### config.mk
export PLATFORM = sky130hd
export DESIGN_NAME = instr_encoder
export DESIGN_NICKNAME = d
export VERILOG_FILES = /design/src/rtl/instr_encoder.sv
export SDC_FILE = /design/constraint.sdc
export NUM_CORES = 1
export LEC_CHECK = 0
export CORE_UTILIZATION = 45
export DETAILED_ROUTE_END_ITERATION = 6
export PLACE_DENSITY = 0.71
export SYNTH_ARGS = -nofsm -noshare
export SYNTH_HDL_FRONTEND = slang
export SYNTH_SLANG_ARGS = --single-unit
### constraint.sdc
create_clock -name CLK -period 4 [get_ports CLK]
set_input_delay 0.4 -clock CLK [delete_from_list [all_inputs] [get_ports CLK]]
set_output_delay 0.4 -clock CLK [all_outputs]
set_load 0.1 [all_outputs]
### src/rtl/instr_encoder.sv
// instr_encoder
//   Packs instruction fields into 32-bit words and streams them into an
//   instruction memory at consecutive byte addresses.  Accepted legal words
//   go through a small FIFO; illegal ones are dropped and latch a sticky ERR.
//
// Ports
//   CLK        rising-edge clock
//   RST        synchronous active-high reset
//   IN_VALID   instruction fields valid
//   IN_READY   FIFO not full; an accept is IN_VALID & IN_READY
//   IN_CLASS   00 data-proc, 01 memory, 10 branch, 11 illegal
//   IN_COND    condition (EQ=0000, NE=0001, AL=1110)
//   IN_CMD     data-proc command
//   IN_LOAD    memory class: 1 LDR, 0 STR
//   IN_LINK    branch class: 1 BL, 0 B
//   IN_RN      base / first operand register
//   IN_RD      destination register
//   IN_IMM     Rm / imm12 / imm24 depending on class
//   MEM_WE     write request (FIFO not empty)
//   MEM_ADDR   byte address of the current write
//   MEM_WD     encoded word at FIFO head
//   MEM_READY  memory takes the write this cycle
//   ERR        sticky illegal-instruction flag

module instr_encoder #(
   parameter int DEPTH = 4
) (
   input  logic        CLK,
   input  logic        RST,
   input  logic        IN_VALID,
   output logic        IN_READY,
   input  logic [1:0]  IN_CLASS,
   input  logic [3:0]  IN_COND,
   input  logic [3:0]  IN_CMD,
   input  logic        IN_LOAD,
   input  logic        IN_LINK,
   input  logic [3:0]  IN_RN,
   input  logic [3:0]  IN_RD,
   input  logic [23:0] IN_IMM,
   output logic        MEM_WE,
   output logic [31:0] MEM_ADDR,
   output logic [31:0] MEM_WD,
   input  logic        MEM_READY,
   output logic        ERR
);

   localparam int PW = (DEPTH > 1) ? $clog2(DEPTH) : 1;
   localparam int CW = PW + 1;
   localparam logic [CW-1:0] FULL_CNT = CW'(DEPTH);

   if ((DEPTH < 2) || ((DEPTH & (DEPTH - 1)) != 0)) begin : g_bad_depth
      $error("instr_encoder: DEPTH must be a power of two and at least 2");
   end

   logic [31:0]   fifo_mem [DEPTH];
   logic [PW-1:0] wr_ptr;
   logic [PW-1:0] rd_ptr;
   logic [CW-1:0] count;
   logic [31:0]   addr_q;
   logic [31:0]   addr_d;
   logic          err_q;

   logic          full;
   logic          empty;
   logic          accept;
   logic          illegal;
   logic          push;
   logic          pop;
   logic          cond_ok;
   logic          cmd_ok;
   logic [31:0]   word;

   assign full  = (count == FULL_CNT);
   assign empty = (count == '0);

   // Ready comes only from registered occupancy, so a same-cycle pop never
   // opens room for a push.
   assign IN_READY = ~full;
   assign accept   = IN_VALID & ~full;

   always_comb begin
      cond_ok = 1'b0;
      case (IN_COND)
         4'b0000, 4'b0001, 4'b1110: cond_ok = 1'b1;
         default:                   cond_ok = 1'b0;
      endcase
   end

   always_comb begin
      cmd_ok = 1'b0;
      case (IN_CMD)
         4'b0100, 4'b0010, 4'b0000,
         4'b1100, 4'b1101, 4'b1010: cmd_ok = 1'b1;
         default:                   cmd_ok = 1'b0;
      endcase
   end

   assign illegal = (IN_CLASS == 2'b11) | ~cond_ok |
                    ((IN_CLASS == 2'b00) & ~cmd_ok);

   assign push = accept & ~illegal;
   assign pop  = ~empty & MEM_READY;

   always_comb begin
      word = {IN_COND, IN_CLASS, 26'd0};
      case (IN_CLASS)
         2'b00:   word[25:0] = {1'b0, IN_CMD, 1'b0, IN_RN, IN_RD, 8'h00, IN_IMM[3:0]};
         2'b01:   word[25:0] = {5'b00000, IN_LOAD, IN_RN, IN_RD, IN_IMM[11:0]};
         2'b10:   word[25:0] = {1'b1, IN_LINK, IN_IMM};
         default: word[25:0] = 26'd0;
      endcase
   end

   // Address register is reloaded every cycle from addr_d so it only moves
   // on a completed write and wraps naturally at 2^32.
   always_comb begin
      addr_d = addr_q;
      if (pop) begin
         addr_d = addr_q + 32'd4;
      end
   end

   always_ff @(posedge CLK) begin
      if (push) begin
         fifo_mem[wr_ptr] <= word;
      end
   end

   always_ff @(posedge CLK) begin
      if (RST) begin
         wr_ptr <= '0;
         rd_ptr <= '0;
         count  <= '0;
         addr_q <= '0;
         err_q  <= 1'b0;
      end else begin
         if (push) begin
            wr_ptr <= wr_ptr + PW'(1);
         end
         if (pop) begin
            rd_ptr <= rd_ptr + PW'(1);
         end
         case ({push, pop})
            2'b10:   count <= count + CW'(1);
            2'b01:   count <= count - CW'(1);
            default: count <= count;
         endcase
         addr_q <= addr_d;
         if (accept && illegal) begin
            err_q <= 1'b1;
         end
      end
   end

   assign MEM_WE   = ~empty;
   assign MEM_WD   = fifo_mem[rd_ptr];
   assign MEM_ADDR = addr_q;
   assign ERR      = err_q;

endmodule

Word level (Yosys, flattened, before mapping)
Memory sizes are Yosys's and may differ from the RTL's. A register that Yosys moved wholly into a read port is not among the register bits.
Index checks and enable logic that the tools add are counted.
- bits of input ports: 48
- memories kept: 1
- RAM bits: 128
- flip-flop bits (word level): 40
- output and inout bits: 67
- muxes and demuxes: 8
- eq/ne operators: 13
- reductions and logical operators: 8
- bitwise operators: 11
- add/sub/neg operators: 5
- memory list (memory ; words ; width ; rd ports ; clocked after Yosys merged registers in ; wr ports ; RTL line ; source):
    fifo_mem ; 4 ; 32 ; 1 ; 1 ; 1 ; 55 ; logic [31:0] fifo_mem [DEPTH];
- operator list (cell ; count):
    $pmux 26 s3 ; 1
    $add 32x3->32 const B ; 1
    $eq 4x4->1 const B ; 4
    $logic_not 4->1 ; 2
    $eq 2x2->1 const B ; 3
    $pmux 3 s2 ; 1
    $reduce_or 6->1 ; 1
    $not 1->1 ; 5
    $add 2x1->2 const B ; 2
    $and 1x1->1 ; 4
    $eq 2x1->1 const B ; 2
    $eq 4x1->1 const B ; 1
    $eq 4x2->1 const B ; 1
    $eq 4x3->1 const B ; 1
    $mux 1 ; 4
    $mux 2 ; 2
    $add 3x1->3 const B ; 1
    $eq 3x3->1 const B ; 1
    $logic_not 3->1 ; 1
    $reduce_or 3->1 ; 1
    $sub 3x1->3 const B ; 1
    $logic_not 2->1 ; 1
    $or 1x1->1 ; 2
    $reduce_bool 2->1 ; 1
    $logic_and 1x1->1 ; 1

Longest topological paths before layout
Gate-level depths: netlist of the first run.
- depth in word-level cells: 10
- gate-level depth with buffers: 11
- gate-level depth less buffers: 10

Worst setup path after synthesis of the first run
Ideal clock, no wire load.
- path kind: register to register
- from: register count[0]
- to: memory fifo_mem[0][0], enable pin
- data arrival time: 2.583 ns
- path buffers: 0
- stages on the path, launching flop included: 5
- setup slack: 1.025 ns
- path through: dfxtp_1 or3b_1 o211ai_1 a21oi_1 and2_1
- longest elaborated chain between the ends: 6
- RTL lines (what ; RTL line ; source):
    start: declaration ; 58 ; logic [CW-1:0] count;
    start signal: assignment ; 144 ; 2'b10: count <= count + CW'(1);
    start signal: assignment ; 145 ; 2'b01: count <= count - CW'(1);
    start signal: assignment ; 146 ; default: count <= count;
    $eq 3x3->1 ; 73 ; assign full = (count == FULL_CNT);
    $not 1->1 ; -- ;
    via IN_READY ; 31 ; output logic IN_READY,
    $and 1x1->1 ; 79 ; assign accept = IN_VALID & ~full;
    $and 1x1->1 ; 101 ; assign push = accept & ~illegal;
    $mux 1 ; 124 ; if (push) begin
    $mux 1 (not written as such) ; 125 ; fifo_mem[wr_ptr] <= word;
    end: declaration ; 55 ;
The timed path passes the listed nets, and every way through them passes these cells.

==> metrics, run 1 <==
Yosys warning total=0; maximum clock rate=0.3060 GHz; initial core utilization=46.87%; IO Pins=around 120; Max stage delay on crit path=0.99 ns; CP endpoint kind=output pin; Final setup viols=0; Critical Path Start Type=register; postcts setup bufs=0; share of async-settable or async-resettable flops after synthesis=0%; sequential area share after synthesis=around two thirds; Core Footprint=14750 µm²; Slew @ Worst Pin=1.007 ns; CP Max Fanout=32; WP data required=3.60 ns; clock sinks=168; critical path data arrival time=between 2 and 3 ns; CTS Buf Count=17; power consumption=0.003971 W; Hold Vio Cnt, Final=0; CTS Buffer Depth=2; Post-Route Utilization=59.35%; Fillers=1119; routed vias=4153; post-CTS resize count=0; synthesis-to-layout area growth=26.61%; die extent in y=126.0 µm; layout cells sized above 1=15.33%; DR iter-0 viols=275; Pre-Repair DR Iteration Count=4; LEAKAGE=2.855 nW; Mapped Cells=approximately 460; I/O Buffers=112; ANT cells=0; worst rel slew slack=32.63%; H-tree levels=4; gr ovfl total=0; DRT antenna net count=0; Critical R2R Launch=count[2]; synthesized cell area=6915 µm²; cts hold-fix bufs=0; Via-to-Cell Ratio=5.387; average wire per standard cell=roughly 18 µm; largest net degree at the start of global routing=33; Final Non-Filler Cells=between 700 and 800; Post-synth EDFFs=128; Max Slew Vio Count=0; outcome=finished, final reports clean; initial antenna violation count=0; Final Cycle Share=81.70%; PD cells=453.6 nW/µm²; commonest non-fill, non-tap cells in the layout=edfxtp_1, clkdlybuf4s50_1, dfxtp_1; Max Clock Skew=0.007307 ns; number of synthesized register bits=~170; Core Rows=44; DRC Markers=0; clk slew on worst S/H paths=about 0.060 ns; worst hold slack=about 0.51 ns; routability cong.=0.7581; startpoint of the most critical hold path=MEM_ADDR[31]; worst skew pair latency=0.42 ns; vias in the first global route=4223; minimum clock period=3.268 ns; slowest stage cell, crit path=clkdlybuf4s50_1; maximum VDD drop=roughly 0.00029 V; most common cell after layout, fill and taps aside=edfxtp_1; crit path kind=reg2out; crit path cell chain=buf_4 -> mux4_2 -> clkdlybuf4s50_1; CTS tree=built; Die W=126.0 µm; RSZ-0062 raised after global routing=no; Tot GR Track Use=17.99%; Syn Area/Cell=15.10 µm²; dpl cells=739; maxcap violations=0; Final Net Count=629; Die Area=approximately 16000 µm²; Synth cell types=48; Top FF cell, synth=edfxtp_1; first-pass GRT wire length=21.72 mm; HPWL after DPL=8.704 mm; Root Buffer=clkbuf_16; Worst Hold Class=reg2reg; Routed Wire Length=13.61 mm; Setup TNS=0 ns
per-layer routing:
| metal | GRT usage, % | share of wire [%] |
|---|---|---|
| met5 | 0 | 0 |
| met3 | 6.245 | 7.0 |
| met1 | 22.27 | 43 |
| met4 | 5.528 | 1.0 |
| met2 | 29.74 | 49 |
path summary, 6_finish.rpt:
kind	cells after the start	endpoint	slack (ns)
min reg2reg	2	MEM_ADDR[31]	0.51
max reg2reg	10	count[2]	1.48
max	3	MEM_WD[0]	0.73
min	2	MEM_ADDR[31]	0.51
registers in the layout (all words and copies together), names as in the netlist, named ones only:
name	count
ERR	1
wr_ptr	2
count	3
fifo_mem	128
MEM_ADDR	30
rd_ptr	2
report_power, final:
group	switching, W	internal [W]
logic	0.000379	0.000172
registers	0.0000130	0.00190
clock network	0.000653	0.000858
cell usage after synthesis, drive strengths merged (2+ instances only):
| cell | count | area, µm² |
|---|---|---|
| nand2b | 2 | 12.51 |
| or2 | 3 | 18.78 |
| mux4 | 32 | 720.7 |
| nand2 | 22 | 82.58 |
| nor2b | 9 | 56.30 |
| mux2i | 5 | 50.05 |
| o31ai | 8 | 65.06 |
| dfxtp | 40 | 800.8 |
| inv | 20 | 75.07 |
| or4 | 8 | 60.06 |
| nand3 | 8 | 45.04 |
| nand4 | 7 | 50.05 |
| xnor2 | 9 | 78.83 |
| nor3 | 9 | 45.04 |
| a21oi | 17 | 85.08 |
| or3 | 7 | 43.79 |
| ha | 6 | 75.07 |
| nor2 | 31 | 116.4 |
| clkbuf | 13 | 48.80 |
| mux2 | 8 | 90.09 |
| o21ai | 13 | 65.06 |
| and2 | 16 | 100.1 |
| xor2 | 6 | 52.55 |
| edfxtp | 128 | 3844 |
| buf | 9 | 47.54 |
| and4 | 4 | 35.03 |
| nor4 | 5 | 31.28 |
logic make-up after synthesis:
family | Yosys count | synth area share, %
flip-flops | 168 | 67.16
AND/OR/NAND/NOR | 134 | 10.49
AO/OA/AOI/OAI | 45 | 4.035
multiplexers | 45 | 12.45
buffers and inverters | 43 | 2.533
XOR/XNOR | 15 | 1.900
adder cells (fa/ha/maj) | 7 | 1.375
other | 1 | 0.05423
final cells by class:
| class | count | area [µm²] | share of cell area, % |
|---|---|---|---|
| sequential | 168 | 4647 | 53.07 |
| multi-input combinational | 248 | 2105 | 24.04 |
| timing repair buffer | 118 | 1141 | 13.03 |
| clock buffer | 18 | 429.2 | 4.901 |
| tap | 184 | 230.2 | 2.629 |
| clock inverter | 14 | 125.1 | 1.429 |
| inverter | 21 | 78.83 | 0.9003 |
worst max-delay path, delay by kind of cell (launching register included):
| kind | cells | cell delay [ns] |
|---|---|---|
| flops | 1 | 0.31 |
| mux | 1 | 0.62 |
| buf+inv | 2 | 1.51 |
per-stage QoR:
step | setup WS, ns | area [µm²]
floorplan | 1.025 | 6919
global placement | 0.9622 | 8202
detailed placement | 0.8454 | 8202
CTS | 0.6652 | 8756
global route | 0.6091 | 8756
finish | 0.7318 | 8756
Power figures use the tool's default switching activity.
==> run 2, diff against run 1 <==
--- a/config.mk
+++ b/config.mk
@@ -7,7 +7,7 @@
 export LEC_CHECK = 0
 export CORE_UTILIZATION = 45
 export DETAILED_ROUTE_END_ITERATION = 6
-export PLACE_DENSITY = 0.71
+export PLACE_DENSITY = 0.74
 export SYNTH_ARGS = -nofsm -noshare
 export SYNTH_HDL_FRONTEND = slang
 export SYNTH_SLANG_ARGS = --single-unit
==> constraint.sdc (replaced) <==
create_clock -name CLK -period 2.84 [get_ports CLK]
set_input_delay 0.284 -clock CLK [delete_from_list [all_inputs] [get_ports CLK]]
set_output_delay 0.284 -clock CLK [all_outputs]
set_load 0.1 [all_outputs]
==> run 2 against run 1 <==
Compared with the run above:
- final area grew 4.7%
- global-route usage grew 1.3 points
- count of clock-buffer cells in the layout grew 4
- total power grew 47%
- via count grew 1.9%
- routed wire length grew 5.6%
- clock power grew 49%
- register-to-register slack lost 1.1 ns
- cell count grew 1.2%
- largest power group unchanged
- highest routed layer unchanged
==> metrics, run 2 (synthesized netlist as in run 1, its figures left out) <==
outcome=finished, final reports clean; CP Max Fanout=6 (-81%); initial antenna violation count=0 (unchanged); Critical R2R Launch=count[2]; r2r endpoint=count[2]; Tot GR Track Use=19.25% (+1.3 points); Max Slew Vio Count=0 (unchanged); clock sinks=168 (unchanged); maximum clock rate=approximately 0.41 GHz; Top Family by Delay on Critical Path=simple AND/OR/NAND/NOR gates; PD cells=637.3 nW/µm² (+41%); design area=9171 µm² (+4.7%); crit path to=count[2]; maximum VDD drop=0.0003954 V (+34%); Critical Path Start Type=register; LEAKAGE=3.156 nW (+11%); Root Buffer=clkbuf_16; CP endpoint kind=register; layer with the highest usage=met2; Reg2Reg Depth=10 (unchanged); postcts setup bufs=0 (unchanged); H-tree levels=4 (unchanged); gr ovfl total=0 (unchanged); maxcap violations=0 (unchanged); Slew @ Worst Pin=0.9294 ns (-0.07802 ns); IO Pins=115 (unchanged); Core Footprint=14750 µm² (unchanged); met1 usage=24.41% (+2.1 points); met3 Resource Use GR=6.075% (-0.17 points); CTS Buffer Depth=2 (unchanged); die extent in y=126.0 µm (unchanged); crit path cell chain=or3b_1 -> o211ai_1 -> a21oi_1 -> inv_1 -> ha_1 -> inv_1 -> fa_1 -> xor2_1 -> or3_1 -> a21oi_1; switching share of power=24.95% (-1.4 points); ANT cells=0 (unchanged); worst rel slew slack=37.84% (+5.2 points); Max Clock Skew=0.006848 ns (-0.0004596 ns); Psw=0.001458 W (+40%); Die W=126.0 µm (unchanged); most common cell after layout, fill and taps aside=edfxtp_1; Final Net Count=639 (+1.6%); Setup TNS=0 ns (unchanged); Top reg by flops=fifo_mem; CTS Buf Count=17 (unchanged); Core Rows=44 (unchanged); DRT antenna net count=0 (unchanged); Flop pwr share=46.1% (-2.0 points); Crit. path cell count=10 (+7); CP Buf/Inv Count=2 (unchanged); r2r setup slk=0.41 ns (-1.07 ns); clk slew on worst S/H paths=0.06 ns (about the same); Worst Hold Depth=2 (unchanged); max reg flops=128 (unchanged); Worst Setup SP=count[2]; largest net degree at the start of global routing=32 (-3.0%); routed vias=4233 (+1.9%); slowest stage cell, crit path=or3b_1; crit path kind=reg2reg; DR iter-0 viols=255 (-7.3%); Pre-Repair DR Iteration Count=4 (unchanged); initial core utilization=46.87% (unchanged); CTS tree=built; multi-input logic area=2105 µm² (unchanged); worst hold slack=0.5225 ns (+0.007944 ns); DRC Markers=0 (unchanged); WP data required=3.19 ns (-0.41 ns); Routed Wire Length=14.37 mm (+5.6%); dpl ws=0.1520 ns (-0.6934 ns); post-CTS resize count=0 (unchanged); Fillers=1077 (-3.8%); average wire per standard cell=18.42 µm (+4.4%); Placed Area=8601 µm² (+4.9%); first-pass GRT wire length=22.84 mm (+5.1%); Worst Hold Class=reg2reg; critical path data arrival time=2.78 ns (-0.09 ns); commonest non-fill, non-tap cells in the layout=edfxtp_1, clkdlybuf4s50_1, buf_4; minimum clock period=2.431 ns; P_int=0.004387 W (+50%); worst setup margin=0.4093 ns (-0.3226 ns); Final Cycle Share=85.59%; worst skew pair latency=0.42 ns (about the same); HPWL after DPL=9.393 mm (+7.9%); layout cells sized above 1=24.66% (+9.3 points); Comb power frac=15.5% (+1.6 points); RSZ-0062 raised after global routing=no; Die Area=15870 µm² (unchanged); met2 usage=31.65% (+1.9 points); storage element area=4646 µm² (about the same); Final setup viols=0 (unchanged); routability cong.=0.7532 (-0.65%); Hold Vio Cnt, Final=0 (unchanged); I/O Buffers=112 (unchanged); clock share of power=38.5% (+0.5 points); Via-to-Cell Ratio=5.427 (+0.75%); vias in the first global route=4208 (-0.36%); Max stage delay on crit path=0.44 ns (-0.55 ns); cts hold-fix bufs=0 (unchanged); synthesis-to-layout area growth=32.62%
## run 2: cell types whose count changed in the layout (fill, tap and decap cells not counted), sizes merged, moves of 2 or more
cell	before	now
clkinv	9	5
bufinv	1	3
buf	16	81
inv	22	20
clkdlybuf4s50	102	47
clkbuf	18	22
## run 2: worst reg2reg max path, delay by kind of cell, from the launching register on
family	cells	cell delay, ns
and+or+nand+nor	2	0.74
adders and majority gates	2	0.55
DFF	1	0.43
AOI/OAI and AO/OA	3	0.34
buffers and inverters	2	0.15
xor gates and xnor gates	1	0.15
## run 2: worst min-delay path by stage
stage            startpoint  slack, ns              end
3_5_place_dp   MEM_ADDR[31]       0.51     MEM_ADDR[31]
5_1_grt          IN_COND[0]       0.55  fifo_mem[3][28]
6_report       MEM_ADDR[29]       0.52     MEM_ADDR[29]
2_1_floorplan   IN_CLASS[0]       0.38  fifo_mem[0][26]
4_1_cts        MEM_ADDR[29]       0.52     MEM_ADDR[29]
3_3_place_gp   MEM_ADDR[31]       0.48     MEM_ADDR[31]
## run 2: final cells by class
class                   count  share of cell area, %
well taps                 184                  2.510
multi-input cells         248                  22.95
clock inverters             9                  1.378
flip-flops and latches    168                  50.65
repair buffers            128                  16.81
clock buffers              22                  4.843
inverters                  21                 0.8595
## run 2: stage by stage
step | total power, W | instances | utilization, %
after CTS | 0.005885 | 780 | 62.16
after detailed placement | 0.003654 | 749 | 58.29
after floorplan | 0.003313 | 459 | -
final | 0.005845 | 780 | 62.16
after global placement | 0.003640 | 749 | 58.29
after global routing | 0.006041 | 780 | 62.16
## run 2: power groups by stage
stage	sequential (W)	combinational, W	clock, W
floorplan	0.00276	0.000554	0
global placement	0.00274	0.000898	0
detailed placement	0.00274	0.000910	0
CTS	0.00269	0.000913	0.00228
global route	0.00269	0.000941	0.00241
finish	0.00269	0.000904	0.00225
## run 2: routing by layer
metal | vias to the layer above | part of all wire [%]
li1 | 1985 | -
met1 | 2091 | 42
met2 | 141 | 49
met3 | 16 | 6.9
met4 | 0 | 1.2
met5 | - | 0
==> run 3, diff against run 2 <==
--- a/config.mk
+++ b/config.mk
@@ -8,6 +8,7 @@
 export CORE_UTILIZATION = 45
 export DETAILED_ROUTE_END_ITERATION = 6
 export PLACE_DENSITY = 0.74
+export SLEW_MARGIN = 5
 export SYNTH_ARGS = -nofsm -noshare
 export SYNTH_HDL_FRONTEND = slang
 export SYNTH_SLANG_ARGS = --single-unit
==> results of run 3 <==
No change in the layout: final DEF, timing and power equal those of run 2.
